===== src/rtl/tmc_uart_pkg.sv =====
// tmc_uart_pkg: shared UART types and constants for the RS232 serializer and
// deserializer: FSM state enum, default clock/baud and baud-divisor rounding.
package tmc_uart_pkg;

  typedef enum logic [2:0] {
    IDLE,
    FETCH,
    START,
    DATA,
    PARITY,
    STOP
  } uart_state_e;

  localparam int unsigned DEF_CLK_FREQ_HZ = 50000000;
  localparam int unsigned DEF_BAUD_RATE   = 115200;

  // Nearest-integer clocks per bit: round(clk_hz / baud).
  function automatic int unsigned baud_div(input int unsigned clk_hz,
                                           input int unsigned baud);
    return (clk_hz + (baud / 2)) / baud;
  endfunction

endpackage


===== src/rtl/sync_2ff.sv =====
// sync_2ff: two-flop synchronizer for a single asynchronous level, with a
// selectable reset value so the output starts in the safe (inactive) state.
module sync_2ff #(
  parameter logic P_RESET_VAL = 1'b0
) (
  input  logic clk,
  input  logic rst,
  input  logic d,
  output logic q
);

  logic meta_q;
  logic sync_q;

  // First flop may go metastable; second flop gives it a cycle to settle.
  always_ff @(posedge clk or posedge rst) begin
    if (rst) begin
      meta_q <= P_RESET_VAL;
      sync_q <= P_RESET_VAL;
    end else begin
      meta_q <= d;
      sync_q <= meta_q;
    end
  end

  assign q = sync_q;

endmodule


===== src/rtl/rs232_ser.sv =====
// rs232_ser: RS232 transmit serializer. Pops bytes from a standard-mode
// (non-show-ahead) TX FIFO while the host allows it (cts_n low) and sends
// them LSB first as 8N1 frames on tx.
// Build option: define RS232_SER_PARITY_EN to insert an even-parity bit
// between the data bits and the stop bit (8E1 frames).
//
// FIFO handshake: tx_fifo_empty == 0 acts as "valid"; tx_fifo_rd_en is a
// one-cycle "take" pulse issued only from IDLE while valid and cts_s == 0.
// The FIFO returns the byte on tx_fifo_data in the cycle after the pulse,
// which is the first START cycle, so the byte is captured there.
module rs232_ser
  import tmc_uart_pkg::*;
#(
  parameter int unsigned P_CLK_FREQ_HZ = DEF_CLK_FREQ_HZ,
  parameter int unsigned P_BAUD_RATE   = DEF_BAUD_RATE
) (
  input  logic       clk,
  input  logic       rst,
  input  logic [7:0] tx_fifo_data,
  input  logic       tx_fifo_empty,
  output logic       tx_fifo_rd_en,
  input  logic       cts_n,
  output logic       tx,
  output logic       busy
);

  localparam int unsigned P_BAUD_DIV = baud_div(P_CLK_FREQ_HZ, P_BAUD_RATE);
  localparam int unsigned BCW        = $clog2(P_BAUD_DIV);
  localparam logic [BCW-1:0] BAUD_LOAD = BCW'(P_BAUD_DIV - 1);

  uart_state_e    state_q, state_d;
  logic [BCW-1:0] baud_cnt_q, baud_cnt_d;
  logic [2:0]     bit_cnt_q, bit_cnt_d;
  logic [7:0]     shift_q, shift_d;
  logic           tx_q, tx_d;
  logic           rd_en_q, rd_en_d;
  logic           busy_q, busy_d;
  logic           cts_s;
  logic           baud_expired;
  logic           first_start_cycle;
`ifdef RS232_SER_PARITY_EN
  logic           parity_q, parity_d;
`endif

  sync_2ff #(
    .P_RESET_VAL(1'b1)
  ) u_cts_sync (
    .clk (clk),
    .rst (rst),
    .d   (cts_n),
    .q   (cts_s)
  );

  assign baud_expired      = (baud_cnt_q == '0);
  assign first_start_cycle = (state_q == START) && (baud_cnt_q == BAUD_LOAD);

  // Next-state, bit timing and line-level decisions for the frame FSM.
  always_comb begin
    state_d    = state_q;
    baud_cnt_d = baud_cnt_q;
    bit_cnt_d  = bit_cnt_q;
    shift_d    = shift_q;
    tx_d       = tx_q;
    rd_en_d    = 1'b0;
    busy_d     = busy_q;
`ifdef RS232_SER_PARITY_EN
    parity_d   = parity_q;
`endif
    if (state_q inside {START, DATA, PARITY, STOP}) begin
      baud_cnt_d = baud_expired ? BAUD_LOAD : (baud_cnt_q - BCW'(1));
    end
    case (state_q)
      IDLE: begin
        if (!cts_s && !tx_fifo_empty) begin
          rd_en_d = 1'b1;
          busy_d  = 1'b1;
          state_d = FETCH;
        end
      end
      FETCH: begin
        baud_cnt_d = BAUD_LOAD;
        tx_d       = 1'b0;
        state_d    = START;
      end
      START: begin
        if (first_start_cycle) begin
          shift_d = tx_fifo_data;
`ifdef RS232_SER_PARITY_EN
          parity_d = ^tx_fifo_data;
`endif
        end
        if (baud_expired) begin
          tx_d      = shift_q[0];
          shift_d   = {1'b0, shift_q[7:1]};
          bit_cnt_d = '0;
          state_d   = DATA;
        end
      end
      DATA: begin
        if (baud_expired) begin
          if (bit_cnt_q != 3'd7) begin
            bit_cnt_d = bit_cnt_q + 3'd1;
            tx_d      = shift_q[0];
            shift_d   = {1'b0, shift_q[7:1]};
          end else begin
`ifdef RS232_SER_PARITY_EN
            tx_d    = parity_q;
            state_d = PARITY;
`else
            tx_d    = 1'b1;
            state_d = STOP;
`endif
          end
        end
      end
`ifdef RS232_SER_PARITY_EN
      PARITY: begin
        if (baud_expired) begin
          tx_d    = 1'b1;
          state_d = STOP;
        end
      end
`endif
      STOP: begin
        if (baud_expired) begin
          busy_d     = 1'b0;
          baud_cnt_d = '0;
          state_d    = IDLE;
        end
      end
      default: state_d = IDLE;
    endcase
  end

  // Frame FSM registers; reset parks the line high and drops any frame.
  always_ff @(posedge clk or posedge rst) begin
    if (rst) begin
      state_q    <= IDLE;
      baud_cnt_q <= '0;
      bit_cnt_q  <= '0;
      shift_q    <= '0;
      tx_q       <= 1'b1;
      rd_en_q    <= 1'b0;
      busy_q     <= 1'b0;
`ifdef RS232_SER_PARITY_EN
      parity_q   <= 1'b0;
`endif
    end else begin
      state_q    <= state_d;
      baud_cnt_q <= baud_cnt_d;
      bit_cnt_q  <= bit_cnt_d;
      shift_q    <= shift_d;
      tx_q       <= tx_d;
      rd_en_q    <= rd_en_d;
      busy_q     <= busy_d;
`ifdef RS232_SER_PARITY_EN
      parity_q   <= parity_d;
`endif
    end
  end

  assign tx            = tx_q;
  assign tx_fifo_rd_en = rd_en_q;
  assign busy          = busy_q;

endmodule

===== config.mk =====
export PLATFORM = sky130hd
export DESIGN_NAME = rs232_ser
export DESIGN_NICKNAME = d
export VERILOG_FILES = /design/src/rtl/tmc_uart_pkg.sv /design/src/rtl/sync_2ff.sv /design/src/rtl/rs232_ser.sv
export SDC_FILE = /design/constraint.sdc
export NUM_CORES = 1
export LEC_CHECK = 0
export ABC_CLOCK_PERIOD_IN_PS = 3000
export BUFFER_PORTS_ARGS = -buffer_cell sky130_fd_sc_hd__buf_2
export CAP_MARGIN = 25
export CORE_MARGIN = 2
export CORE_UTILIZATION = 30
export DETAILED_ROUTE_END_ITERATION = 6
export PLACE_DENSITY = 0.52
export SLEW_MARGIN = 5
export SYNTH_ARGS = -nofsm -noshare
export SYNTH_HDL_FRONTEND = slang
export SYNTH_SLANG_ARGS = --single-unit

===== constraint.sdc =====
create_clock -name clk -period 3 [get_ports clk]
set_input_delay 0.15 -clock clk [delete_from_list [all_inputs] [get_ports clk]]
set_output_delay 0.15 -clock clk [all_outputs]
set_load 0.05 [all_outputs]

==> flow_summary.rst <==
.. list-table::
   :header-rows: 1

   * - Metric
     - Value
   * - Result of the run
     - completed
   * - Total gr overflow
     - 0
   * - Clock slew at the register clock pins of the worst setup and hold paths
     - 90 ps
   * - Drt first pass iters
     - 4
   * - Count of maximum capacitance violations
     - 0
   * - Clk buf depth
     - 2
   * - Critical path capture point
     - shift_q[0]
   * - Final worst path period need
     - approximately 2400 ps
   * - Via count
     - ~1100
   * - Instance area at placement
     - 1730 sq um
   * - Floorplan die area
     - 5830 sq um
   * - Average footprint of a synthesized cell
     - 10.5 sq um
   * - Global placement routability congestion
     - 0.871
   * - Cell Rows
     - 26
   * - Hold Path Class
     - in2reg
   * - Fraction of registers with async set or reset after synthesis
     - 1.00
   * - IR Drop Worst-Case VDD
     - just under 400 uV
   * - Post-synthesis sequential element count
     - 28
   * - Number of pins exceeding their max-slew limit in the final report
     - 0
   * - Number of design-rule violations left by the first detailed-router iteration
     - 75
   * - FF-to-FF path depth
     - 6
   * - Tot GR Track Use
     - 0.120
   * - Resized Gates After CTS
     - 0
   * - DRC violations left
     - 0
   * - Cell area after synthesis
     - 1570 sq um
   * - Dpl hpwl
     - 2440 um
   * - Number of buffers added by the clock tree synthesis step
     - 3
   * - Area overhead of the layout relative to synthesis
     - 15.0%
   * - Share of the clock period used by the worst path after layout
     - 0.787
   * - Worst setup path category
     - reg2reg
   * - Total Routed Length
     - 3120 um
   * - Clock H-tree levels
     - 1
   * - Via count of the first global-routing pass
     - 1277
   * - Leakage power summed over all cells
     - 0.000787 uW
   * - Count of synthesis-stage warnings from yosys
     - 0
   * - Area of all placed cells without fillers
     - 1810 sq um
   * - Register area
     - 704 sq um
   * - Initial core utilization
     - 0.310
   * - Worst slew margin relative to its limit
     - 0.620
   * - # setup viols final
     - 0
   * - Number of failing hold endpoints at the final stage
     - 0
   * - Worst slew pin tran
     - 563 ps
   * - Number of antenna violations at the first check in global routing
     - 0
   * - Core area
     - between 5000 and 6000 sq um
   * - Net count after synthesis
     - 168
   * - Endpoint of the worst-slack reg-to-reg timing path
     - shift_q[0]
   * - Endpoint class of the critical path
     - flop
   * - Required time reported for the critical path endpoint
     - between 3000 and 4000 ps
   * - Worst EP arrival
     - ~2500 ps
   * - Layout cells sized above 1
     - 0.255
   * - Area of the multi-input gates
     - 816 sq um
   * - TritonCTS clock tree
     - done
   * - Timing-limited maximum frequency
     - 424 MHz
   * - Setup repair after global routing missed its margin
     - false
   * - Height of the die
     - approximately 76 um
   * - Port Buffer Count
     - 14
   * - Share of the yosys chip area belonging to registers
     - 0.448
   * - Root buffer cell
     - sky130_fd_sc_hd__clkbuf_8
   * - Clock latency reported for the late side of the worst-skew pair
     - 270 ps
   * - Setup tns final
     - 0 ps
   * - I/O pins
     - 15
   * - Clock sink total
     - 28
   * - Startpoint of the worst-slack reg-to-reg timing path
     - baud_cnt_q[1]
   * - Vias per std cell
     - 4.82
   * - Wire length of the first global-routing pass
     - 5670 um
   * - Pin count of the biggest net entering global routing
     - 19
   * - Floorplan die width
     - between 70 and 80 um
   * - Filler instances
     - 524
   * - Number of diodes
     - 0
   * - Prevailing post-synth register cell
     - sky130_fd_sc_hd__dfrtp_1
   * - Number of nets in the final layout
     - 184
   * - Total power density per cell area
     - 721 nW/um^2
   * - Library cells used by synthesis
     - 42
   * - Average wire per standard cell
     - 13.3 um
   * - Remaining antenna violation count after routing
     - 0
   * - Startpoint types
     - flop
   * - Cells after Synth
     - 150
   * - Highest fanout seen on the critical path
     - 14
   * - Worst setup skew after layout
     - ~1.6 ps
   * - Core Util, Final
     - 0.356
   * - Number of enable flip-flop cells after synthesis
     - 0
   * - Minimum setup slack among reg-to-reg paths
     - between 600 and 700 ps
   * - Startpoint of the worst setup timing path
     - baud_cnt_q[1]
   * - Tightest hold margin
     - around 50 ps
cells in the mapped netlist, types with 2 or more instances:
| master | count | area share |
|---|---|---|
| sky130_fd_sc_hd__o21ai_0 | 5 | 0.016 |
| sky130_fd_sc_hd__nand2_1 | 13 | 0.031 |
| sky130_fd_sc_hd__o31a_1 | 2 | 0.011 |
| sky130_fd_sc_hd__inv_1 | 7 | 0.017 |
| sky130_fd_sc_hd__nand3b_1 | 2 | 0.0096 |
| sky130_fd_sc_hd__nand3_1 | 4 | 0.013 |
| sky130_fd_sc_hd__dfrtp_1 | 25 | 0.40 |
| sky130_fd_sc_hd__nand2b_1 | 3 | 0.012 |
| sky130_fd_sc_hd__dfstp_2 | 3 | 0.050 |
| sky130_fd_sc_hd__mux2_2 | 15 | 0.11 |
| sky130_fd_sc_hd__buf_2 | 2 | 0.0064 |
| sky130_fd_sc_hd__a22o_1 | 3 | 0.017 |
| sky130_fd_sc_hd__clkbuf_1 | 4 | 0.0096 |
| sky130_fd_sc_hd__xor2_1 | 3 | 0.017 |
| sky130_fd_sc_hd__a21oi_1 | 6 | 0.019 |
| sky130_fd_sc_hd__nor2_1 | 12 | 0.029 |
| sky130_fd_sc_hd__ha_1 | 6 | 0.048 |
| sky130_fd_sc_hd__nor3_1 | 6 | 0.019 |
| sky130_fd_sc_hd__nor2b_1 | 3 | 0.012 |
| sky130_fd_sc_hd__a21o_1 | 3 | 0.014 |
| sky130_fd_sc_hd__xnor2_1 | 2 | 0.011 |
state kept, by name, indices dropped and copies added, names as in the netlist:
signal and cells:
baud_cnt_q 9, shift_q 8, bit_cnt_q 3, state_q 3, busy 1, tx 1
tx_fifo_rd_en 1, u_cts_sync.meta_q 1, u_cts_sync.q 1
cells by family after synthesis:
family,synth area share
multiplexers,0.114
buffers and inverters,0.0326
XOR/XNOR,0.0279
adder cells (fa/ha/maj),0.0478
AO/OA/AOI/OAI,0.146
flip-flops,0.448
AND/OR/NAND/NOR,0.184
layer usage:
metal | vias up | part of all wire | GRT usage
met1 | 552 | 0.44 | 0.142
met3 | 4 | 0.022 | 0.0308
met5 | - | 0 | 0
li1 | 570 | - | -
met4 | 0 | 0.013 | 0.0364
met2 | 7 | 0.52 | 0.212
worst max-delay path: stages, from the launching register on:
cell and delay, ps:
sky130_fd_sc_hd__dfrtp_1 400, sky130_fd_sc_hd__inv_1 100, sky130_fd_sc_hd__ha_1 240, sky130_fd_sc_hd__nor4b_2 330, sky130_fd_sc_hd__nand2_1 380, sky130_fd_sc_hd__a31oi_4 430
sky130_fd_sc_hd__mux2_2 380
through the flow:
| step | setup WS, ps | power (uW) | std cells |
|---|---|---|---|
| global route | 424 | 1420 | 235 |
| finish | 640 | 1300 | 235 |
| detailed placement | 653 | 1080 | 229 |
| CTS | 636 | 1320 | 235 |
| floorplan | 773 | 971 | 150 |
| global placement | 719 | 1060 | 228 |
what timing repair did:
item	in CTS	in global routing
setup endpoints to repair	0	0
buffers inserted	0	0
hold buffers	2	0
hold endpoints to repair	9	0
cell type report:
type                    count  share of cell area
repair buffers             17              0.0651
flip-flops and latches     28               0.390
multi-input cells         109               0.452
well taps                  70              0.0485
inverters                   7              0.0145
clock buffers               4              0.0305
placed cells by master (no fill, tap or decap), types with 2 or more instances in the layout:
cell and n:
sky130_fd_sc_hd__nor2b_1 3, sky130_fd_sc_hd__dfstp_2 3, sky130_fd_sc_hd__nor2_1 12, sky130_fd_sc_hd__o21ai_0 5
sky130_fd_sc_hd__a21oi_1 6, sky130_fd_sc_hd__inv_1 7, sky130_fd_sc_hd__ha_1 6, sky130_fd_sc_hd__xor2_1 3
sky130_fd_sc_hd__nand2_1 13, sky130_fd_sc_hd__dfrtp_1 25, sky130_fd_sc_hd__buf_2 14, sky130_fd_sc_hd__xnor2_1 2
sky130_fd_sc_hd__nand2b_1 3, sky130_fd_sc_hd__mux2_2 15, sky130_fd_sc_hd__nand3b_1 2, sky130_fd_sc_hd__clkbuf_8 4
sky130_fd_sc_hd__nand3_1 4, sky130_fd_sc_hd__dlygate4sd3_1 2, sky130_fd_sc_hd__o31a_1 2, sky130_fd_sc_hd__nor3_1 6
sky130_fd_sc_hd__a21o_1 3, sky130_fd_sc_hd__a22o_1 3
where the power goes:
part	switching (uW)	total [uW]	internal (uW)
logic	182	422	240
clock network	115	232	117
registers	149	649	500
worst min-delay path by stage:
stage	startpoint	endpoint	slack (ps)	depth (start not counted)
2_1_floorplan	cts_n	u_cts_sync.meta_q	150	0
3_3_place_gp	cts_n	u_cts_sync.meta_q	260	1
3_5_place_dp	rst	baud_cnt_q[5]	210	2
4_1_cts	tx_fifo_empty	tx_fifo_rd_en	50	2
5_1_grt	tx_fifo_empty	tx_fifo_rd_en	40	2
6_report	tx_fifo_empty	tx_fifo_rd_en	50	2
No activity file was read; power rests on OpenSTA's default activity.
